[src/rtl/mmio_timer_pkg.sv]
// ---------------------------------------------------------------------------
// mmio_timer_pkg
// Shared definitions for the memory-mapped timer: register word offsets,
// CTRL/STATUS bit positions, the timer state enum and a byte-strobe helper.
// No ports; imported by the interface, the prescaler and the timer top.
// ---------------------------------------------------------------------------
package mmio_timer_pkg;

   // Word index of each register inside the timer window (byte offset >> 2)
   localparam logic [2:0] REG_CTRL     = 3'd0;
   localparam logic [2:0] REG_PRESCALE = 3'd1;
   localparam logic [2:0] REG_COUNT    = 3'd2;
   localparam logic [2:0] REG_COMPARE  = 3'd3;
   localparam logic [2:0] REG_STATUS   = 3'd4;

   // Size of the decoded window in bytes (five 32-bit registers)
   localparam logic [31:0] WINDOW_BYTES = 32'h0000_0014;

   // CTRL bit positions
   localparam int CTRL_EN      = 0;
   localparam int CTRL_ONESHOT = 1;
   localparam int CTRL_IE      = 2;

   // STATUS bit positions
   localparam int STATUS_MATCH = 0;

   // Timer run state
   typedef enum logic [1:0] {
      IDLE = 2'd0,
      RUN  = 2'd1,
      DONE = 2'd2
   } timerState_t;

   // Expand the 4 byte strobes into a 32-bit bit mask so strobed writes
   // become a simple (old & ~mask) | (new & mask) merge
   function automatic logic [31:0] byteMask(input logic [3:0] be);
      byteMask = {{8{be[3]}}, {8{be[2]}}, {8{be[1]}}, {8{be[0]}}};
   endfunction

endpackage

[src/rtl/mmio_timer_if.sv]
// ---------------------------------------------------------------------------
// mmio_timer_if
// Core data-memory bus as seen by the timer.
//   data_require          access request
//   data_write_enable     1 = write, 0 = read
//   data_byte_enable_map  per-byte write strobes
//   data_address          byte address
//   data_write            write data
//   data_read             read data (combinational from the slave)
// master modport: the core/decoder side; slave modport: the timer side.
// ---------------------------------------------------------------------------
interface mmio_timer_if;
   import mmio_timer_pkg::*;

   logic        data_require;
   logic        data_write_enable;
   logic [3:0]  data_byte_enable_map;
   logic [31:0] data_address;
   logic [31:0] data_write;
   logic [31:0] data_read;

   modport master (
      output data_require,
      output data_write_enable,
      output data_byte_enable_map,
      output data_address,
      output data_write,
      input  data_read
   );

   modport slave (
      input  data_require,
      input  data_write_enable,
      input  data_byte_enable_map,
      input  data_address,
      input  data_write,
      output data_read
   );

endinterface

[src/rtl/mmio_timer_prescaler.sv]
// ---------------------------------------------------------------------------
// timer_prescaler
// Free-running divider for the timer: counts cycles while enabled and emits
// a one-cycle tick when the count equals the programmed prescale value,
// then restarts from zero. A prescale of zero ticks every cycle.
// Ports:
//   clk         clock
//   reset       asynchronous active-high reset
//   enable_i    count this cycle
//   clear_i     force the counter back to zero (wins over enable)
//   prescale_i  terminal count
//   tick_o      combinational tick, valid in the cycle the count matches
// ---------------------------------------------------------------------------
module timer_prescaler
   import mmio_timer_pkg::*;
#(
   parameter int PRESC_W = 16
) (
   input  logic               clk,
   input  logic               reset,
   input  logic               enable_i,
   input  logic               clear_i,
   input  logic [PRESC_W-1:0] prescale_i,
   output logic               tick_o
);

   logic [PRESC_W-1:0] cnt_q;
   logic [PRESC_W-1:0] cnt_d;

   // Next count and tick: clear dominates, otherwise count up and wrap to
   // zero on the cycle that produces the tick
   always_comb begin
      cnt_d  = cnt_q;
      tick_o = 1'b0;
      if (clear_i) begin
         cnt_d = '0;
      end else if (enable_i) begin
         if (cnt_q == prescale_i) begin
            tick_o = 1'b1;
            cnt_d  = '0;
         end else begin
            cnt_d = cnt_q + 1'b1;
         end
      end
   end

   // Counter register
   always_ff @(posedge clk or posedge reset) begin
      if (reset) begin
         cnt_q <= '0;
      end else begin
         cnt_q <= cnt_d;
      end
   end

endmodule

[src/rtl/mmio_timer.sv]
// ---------------------------------------------------------------------------
// mmio_timer
// Memory-mapped 32-bit timer with prescaler, compare match, periodic or
// one-shot operation and a level interrupt.
// Registers (byte offset from BASE_ADDR):
//   0x00 CTRL     {IE[2], ONESHOT[1], EN[0]}
//   0x04 PRESCALE [PRESC_W-1:0]
//   0x08 COUNT    [31:0]
//   0x0C COMPARE  [31:0]
//   0x10 STATUS   {MATCH[0]}, write 1 to clear
// Ports:
//   clk    clock
//   reset  asynchronous active-high reset
//   bus    core data-memory bus (slave side)
//   irq    STATUS.MATCH & CTRL.IE
// ---------------------------------------------------------------------------
module mmio_timer
   import mmio_timer_pkg::*;
#(
   parameter logic [31:0] BASE_ADDR = 32'h0000_0100,
   parameter int          PRESC_W   = 16
) (
   input  logic         clk,
   input  logic         reset,
   mmio_timer_if.slave  bus,
   output logic         irq
);

   logic [31:0]        offset;
   logic               hit;
   logic               wrEn;
   logic               rdEn;
   logic [2:0]         wordIdx;
   logic [31:0]        wrMask;
   logic               ctrlWr;
   logic               tick;
   logic               matchEvent;
   logic               autoClear;
   logic               running;

   logic               ctrlIe_q, ctrlIe_d;
   logic               ctrlOneshot_q, ctrlOneshot_d;
   logic               ctrlEn_q, ctrlEn_d;
   logic [PRESC_W-1:0] prescale_q, prescale_d;
   logic [31:0]        count_q, count_d;
   logic [31:0]        compare_q, compare_d;
   logic               match_q, match_d;
   timerState_t        state_q, state_d;

   // Address decode: subtracting the base makes addresses below the window
   // wrap to huge values, so one unsigned compare covers both window bounds
   always_comb begin
      offset  = bus.data_address - BASE_ADDR;
      hit     = bus.data_require && (offset < WINDOW_BYTES);
      wrEn    = hit && bus.data_write_enable;
      rdEn    = hit && !bus.data_write_enable;
      wordIdx = offset[4:2];
      wrMask  = byteMask(bus.data_byte_enable_map);
      ctrlWr  = wrEn && (wordIdx == REG_CTRL) && bus.data_byte_enable_map[0];
   end

   timer_prescaler #(
      .PRESC_W    (PRESC_W)
   ) u_prescaler (
      .clk        (clk),
      .reset      (reset),
      .enable_i   (running),
      .clear_i    (!running),
      .prescale_i (prescale_q),
      .tick_o     (tick)
   );

   // A match can only happen on a tick, and ticks only come while running
   always_comb begin
      matchEvent = tick && (count_q == compare_q);
      autoClear  = matchEvent && ctrlOneshot_q;
   end

   // FSM next state. In RUN a software EN=0 write stops the timer, and a
   // software EN=1 write in the same cycle as a one-shot match keeps it
   // running instead of letting hardware park it in DONE
   always_comb begin
      state_d = state_q;
      running = (state_q == RUN);
      case (state_q)
         IDLE: begin
            if (ctrlWr && bus.data_write[CTRL_EN]) begin
               state_d = RUN;
            end
         end
         RUN: begin
            if (ctrlWr && !bus.data_write[CTRL_EN]) begin
               state_d = IDLE;
            end else if (autoClear && !ctrlWr) begin
               state_d = DONE;
            end
         end
         DONE: begin
            if (ctrlWr) begin
               state_d = bus.data_write[CTRL_EN] ? RUN : IDLE;
            end
         end
         default: begin
            state_d = IDLE;
         end
      endcase
   end

   // Register file next values. The tick update of COUNT is computed first
   // so a software write to COUNT in the same cycle overrides it; the W1C of
   // MATCH is applied before a new match so the new match wins
   always_comb begin
      ctrlIe_d      = ctrlIe_q;
      ctrlOneshot_d = ctrlOneshot_q;
      ctrlEn_d      = ctrlEn_q;
      prescale_d    = prescale_q;
      count_d       = count_q;
      compare_d     = compare_q;
      match_d       = match_q;

      if (ctrlWr) begin
         ctrlIe_d      = bus.data_write[CTRL_IE];
         ctrlOneshot_d = bus.data_write[CTRL_ONESHOT];
         ctrlEn_d      = bus.data_write[CTRL_EN];
      end else if (autoClear) begin
         ctrlEn_d = 1'b0;
      end

      if (wrEn && (wordIdx == REG_PRESCALE)) begin
         prescale_d = (prescale_q & ~wrMask[PRESC_W-1:0])
                    | (bus.data_write[PRESC_W-1:0] & wrMask[PRESC_W-1:0]);
      end

      if (tick) begin
         count_d = matchEvent ? 32'd0 : count_q + 32'd1;
      end
      if (wrEn && (wordIdx == REG_COUNT)) begin
         count_d = (count_d & ~wrMask) | (bus.data_write & wrMask);
      end

      if (wrEn && (wordIdx == REG_COMPARE)) begin
         compare_d = (compare_q & ~wrMask) | (bus.data_write & wrMask);
      end

      if (wrEn && (wordIdx == REG_STATUS) && bus.data_byte_enable_map[0]
          && bus.data_write[STATUS_MATCH]) begin
         match_d = 1'b0;
      end
      if (matchEvent) begin
         match_d = 1'b1;
      end
   end

   // State and register storage
   always_ff @(posedge clk or posedge reset) begin
      if (reset) begin
         state_q       <= IDLE;
         ctrlIe_q      <= 1'b0;
         ctrlOneshot_q <= 1'b0;
         ctrlEn_q      <= 1'b0;
         prescale_q    <= '0;
         count_q       <= '0;
         compare_q     <= '0;
         match_q       <= 1'b0;
      end else begin
         state_q       <= state_d;
         ctrlIe_q      <= ctrlIe_d;
         ctrlOneshot_q <= ctrlOneshot_d;
         ctrlEn_q      <= ctrlEn_d;
         prescale_q    <= prescale_d;
         count_q       <= count_d;
         compare_q     <= compare_d;
         match_q       <= match_d;
      end
   end

   // Read mux: only a read that hits the window drives data, everything
   // else (misses, writes, unused bits) reads as zero
   always_comb begin
      bus.data_read = 32'd0;
      if (rdEn) begin
         case (wordIdx)
            REG_CTRL:     bus.data_read = {29'd0, ctrlIe_q, ctrlOneshot_q, ctrlEn_q};
            REG_PRESCALE: bus.data_read = 32'(prescale_q);
            REG_COUNT:    bus.data_read = count_q;
            REG_COMPARE:  bus.data_read = compare_q;
            REG_STATUS:   bus.data_read = {31'd0, match_q};
            default:      bus.data_read = 32'd0;
         endcase
      end
   end

   // Level interrupt straight from registered state, so it drops as soon
   // as reset clears the registers
   assign irq = match_q && ctrlIe_q;

endmodule

[src/flat_wrapper.sv]
// flat-port wrapper written by rule: the top's interface ports become plain ports
module mmio_timer_flat import mmio_timer_pkg::*;
#(
   parameter logic [31:0] BASE_ADDR = 32'h0000_0100,
   parameter int          PRESC_W   = 16
)
  (clk, reset, irq, bus_data_require, bus_data_write_enable, bus_data_byte_enable_map, bus_data_address, bus_data_write, bus_data_read);
  mmio_timer_if bus_i ();
  input  logic clk;
  input  logic reset;
  output logic irq;
  input wire logic [$bits(bus_i.data_require)-1:0] bus_data_require;
  input wire logic [$bits(bus_i.data_write_enable)-1:0] bus_data_write_enable;
  input wire logic [$bits(bus_i.data_byte_enable_map)-1:0] bus_data_byte_enable_map;
  input wire logic [$bits(bus_i.data_address)-1:0] bus_data_address;
  input wire logic [$bits(bus_i.data_write)-1:0] bus_data_write;
  output wire logic [$bits(bus_i.data_read)-1:0] bus_data_read;
  assign bus_i.data_require = bus_data_require;
  assign bus_i.data_write_enable = bus_data_write_enable;
  assign bus_i.data_byte_enable_map = bus_data_byte_enable_map;
  assign bus_i.data_address = bus_data_address;
  assign bus_i.data_write = bus_data_write;
  assign bus_data_read = bus_i.data_read;
  mmio_timer #(.BASE_ADDR(BASE_ADDR), .PRESC_W(PRESC_W)) u_core (.clk(clk), .reset(reset), .bus(bus_i), .irq(irq));
endmodule
[config.mk]
export PLATFORM = sky130hd
export DESIGN_NAME = mmio_timer_flat
export DESIGN_NICKNAME = d
export VERILOG_FILES = /design/src/rtl/mmio_timer_pkg.sv /design/src/rtl/mmio_timer_if.sv /design/src/rtl/mmio_timer_prescaler.sv /design/src/rtl/mmio_timer.sv /design/src/flat_wrapper.sv
export SDC_FILE = /design/constraint.sdc
export NUM_CORES = 1
export LEC_CHECK = 0
export ABC_AREA = 1
export CORE_ASPECT_RATIO = 0.75
export CORE_UTILIZATION = 40
export CTS_CLUSTER_DIAMETER = 60
export CTS_CLUSTER_SIZE = 8
export DETAILED_ROUTE_END_ITERATION = 8
export PLACE_DENSITY = 0.6
export SYNTH_ARGS = -nofsm -noshare
export SYNTH_HDL_FRONTEND = slang
export SYNTH_SLANG_ARGS = --single-unit
[constraint.sdc]
create_clock -name clk -period 3.8 [get_ports clk]
set_input_delay 1.14 -clock clk [delete_from_list [all_inputs] [get_ports clk]]
set_output_delay 1.14 -clock clk [all_outputs]
set_load 0.02 [all_outputs]
==> run_results.csv <==
group,metric,value,unit
critical_path,critPathBufInv,4,
timing,setup_tns,-15.42,ns
routing,drt-initial-drc-count,905,
timing,max_freq,241,MHz
cells_and_area,diodes,0,
timing,fin_worst_hold_slack,0.500,ns
cells_and_area,area_growth,42.3,%
critical_path,cp.arrival,3.01,ns
timing,setup_violations,82,
status,outcome,"finished, violations left",
timing,period_minus_slack,4.15,ns
critical_path,slowest_delay,0.28,ns
routing,dr.pass1.iters,6,
logic_synthesis,syn_area_per_cell,6.55,sq um
routing,drtAntennaViolNets,0,
cells_and_area,fillers,1874,
clocking,path_clk_slew,0.07,ns
critical_path,crit_fanout,7,
logic_synthesis,yosysWarnings,0,
cells_and_area,final_cell_mix,"387 x nand2_1, 164 x buf_4, 102 x dfrtp_1, 101 x nor2_1, 99 x inv_1",
power,ir_worst_vdd,0.197,mV
grt,grt_util_all_layers,27.2,%
grt,top_usage_layer,"met2",
grt,gr-total-overflow,0,
cells_and_area,drive_gt1_share,24.5,%
placement,place_hpwl,19.4,mm
routing,finalWirelength,28.5,mm
die,rows,44,
grt,use_met1,40.0,%
timing,grt_setup_unrepaired,"true",
routing,wl_per_cell,16.7,microns
routing,drc_errors,0,
die,ios,105,
grt,grt_pass1_wl,43.2,mm
critical_path,cp_slowest_cell,"dlygate4sd2_1",
grt,first_global_vias,8280,
grt,use_met3,3.96,%
die,die_y,124,microns
clocking,htree_levels,3,
grt,grt_max_degree,103,
clocking,cts_sinks,102,
status,violations,"setup timing",
grt,use_met2,41.5,%
power,powerDensity,215,nW/um^2
cells_and_area,multi_input_area,5160,sq um
die,coreArea,19400,sq um
logic_synthesis,synthCells,1216,
timing,post-route-period-util,109,%
logic_synthesis,synthDistinctLibCells,43,
logic_synthesis,ys_ff_latch,102,
critical_path,worstPathRequired,2.66,ns
clocking,cts_tree,"built",
clocking,cts-root-buf,"clkbuf_16",
logic_synthesis,ys.flop_type,"dfrtp_1",
routing,dr_total_vias,9097,
cells_and_area,nNetsFinal,1528,
critical_path,worst_setup_path_start_kind,"input port",
routing,vias_per_cell,5.31,
critical_path,path_cells,"dlygate4sd2_1 > nor2_2 > nand3_1 > nor2_2 > nand2_1 > nor2_1 > nand4_2 > nor2_2 > nand4_1 > buf_6 > buf_12 > a31oi_4 > buf_6",
critical_path,cpMostUsedCell,"nor2_2",
timing,fin_skew,0.0142,ns
critical_path,path_class,"in2out",
clocking,cts_buffer_depth,2,
logic_synthesis,synth-edff-count,0,
logic_synthesis,async_reset_ff_share,100,%
logic_synthesis,syn_area,7960,sq um
timing,finalMaxSlewViolations,0,
hold_path,hold_class,"reg2reg",
placement,gp_routability_congestion,0.928,
run,drv_cap,0,
logic_synthesis,syn_nets,1290,
grt,grt_antenna_before_repair,0,
clocking,clkLatencyLatePin,0.36,ns
cells_and_area,layout.cells.most_common,"nand2_1",
power,p_leak,5.28,nW
timing,maxSlewHeadroom,56.4,%
timing,hold_viol,0,
cells_and_area,seq_area,2550,sq um
timing,setup_slack,-0.349,ns
power,total_power,2.43,mW
critical_path,critPathCaptureType,"output pin",
clocking,cts_buffers,9,
die,die_w,165,microns
die,initial_core_util,41.0,%
timing,worst_slew_pin_slew,0.649,ns
critical_path,crit_family,"simple AND/OR/NAND/NOR gates",
logic_synthesis,synth-seq-area-share,32.1,%
placement,port_buffers,102,
die,die_area,20500,sq um
## repair_timing
item | CTS | global route
buffers inserted | 64 | 16
hold endpoints to repair | 0 | 0
resized for setup | 339 | 69
gates cloned | 2 | 8
setup endpoints to repair | 32 | 112
hold buffers | 0 | 0
pin swaps | 47 | 24
## logic make-up after synthesis
group,count (synthesis),share of synthesized area (%)
mux,16,2.01
simple gates,767,43.3
compound gates,112,7.76
fa+ha+maj,2,0.314
xor+xnor,57,6.27
buf+inv,160,8.33
flops,102,32.1
## cell type report
| type | count | share of cell area [%] |
|---|---|---|
| tap | 253 | 2.79 |
| multi-input combinational | 954 | 45.5 |
| clock inverter | 7 | 0.707 |
| sequential | 102 | 22.5 |
| inverter | 107 | 3.70 |
| timing repair buffer | 280 | 22.7 |
| clock buffer | 9 | 1.99 |
## worst reg2reg max path, delay by kind of cell, from the launching register on
kind                      cells  cell delay (ns)
DFF                           1             0.42
and+or+nand+nor               7             1.41
buffers and inverters         3             0.50
xor gates and xnor gates      1             0.17
AOI/OAI and AO/OA             1             0.12
## synth_stat cells, types with 11 or more instances
cell type  instances  area [sq um]
buf_2             11          55.1
nand2_1          399          1500
o21ai_1           17          85.1
xor2_1            35           307
dfrtp_1          102          2550
xnor2_1           22           193
nand3_1           86           430
nand4_1           76           475
nor3_1            26           130
clkbuf_1          35           131
a21oi_1           44           220
nor2_1           126           473
inv_1            102           383
o21ai_0           24           120
mux2i_1           16           160
## worst paths after layout
check,endpoint,depth (start not counted),start,slack (ns)
max in group asynchronous,u_core.count_q[27],3,reset,2.06
hold reg to reg,flop,2,flop,0.50
setup / recovery,bus_data_read[5],13,bus_data_address[6],-0.35
min in group asynchronous,u_core.ctrlIe_q,3,reset,1.26
setup reg to reg,u_core.ctrlEn_q,12,flop,1.06
hold / removal,flop,2,flop,0.50
## stage by stage
stage / util, % / cells / setup WS, ns / area [sq um]
finish: 58.3 / 1712 / -0.349 / 11300
global route: 58.3 / 1712 / -0.421 / 11300
CTS: 56.1 / 1700 / -0.270 / 10900
detailed placement: 50.9 / 1618 / -1.23 / 9890
global placement: 50.9 / 1618 / -1.26 / 9890
floorplan: - / 1216 / -0.0619 / 7970
## where the power goes
part / switching [mW] / leakage (nW) / total [mW] / internal (mW)
sequential: 0.00000000821 / 1.40 / 1.08 / 1.08
combinational: 0.187 / 3.72 / 0.366 / 0.179
clock: 0.461 / 0.148 / 0.982 / 0.521
total: 0.648 / 5.28 / 2.43 / 1.78
## routing by layer
metal	vias up	wire [microns]
met5	-	0
met4	0	350
met3	30	2010
met2	333	12500
met1	4254	13700
li1	4480	-
Note: power is estimated with default switching activity, not from simulation.
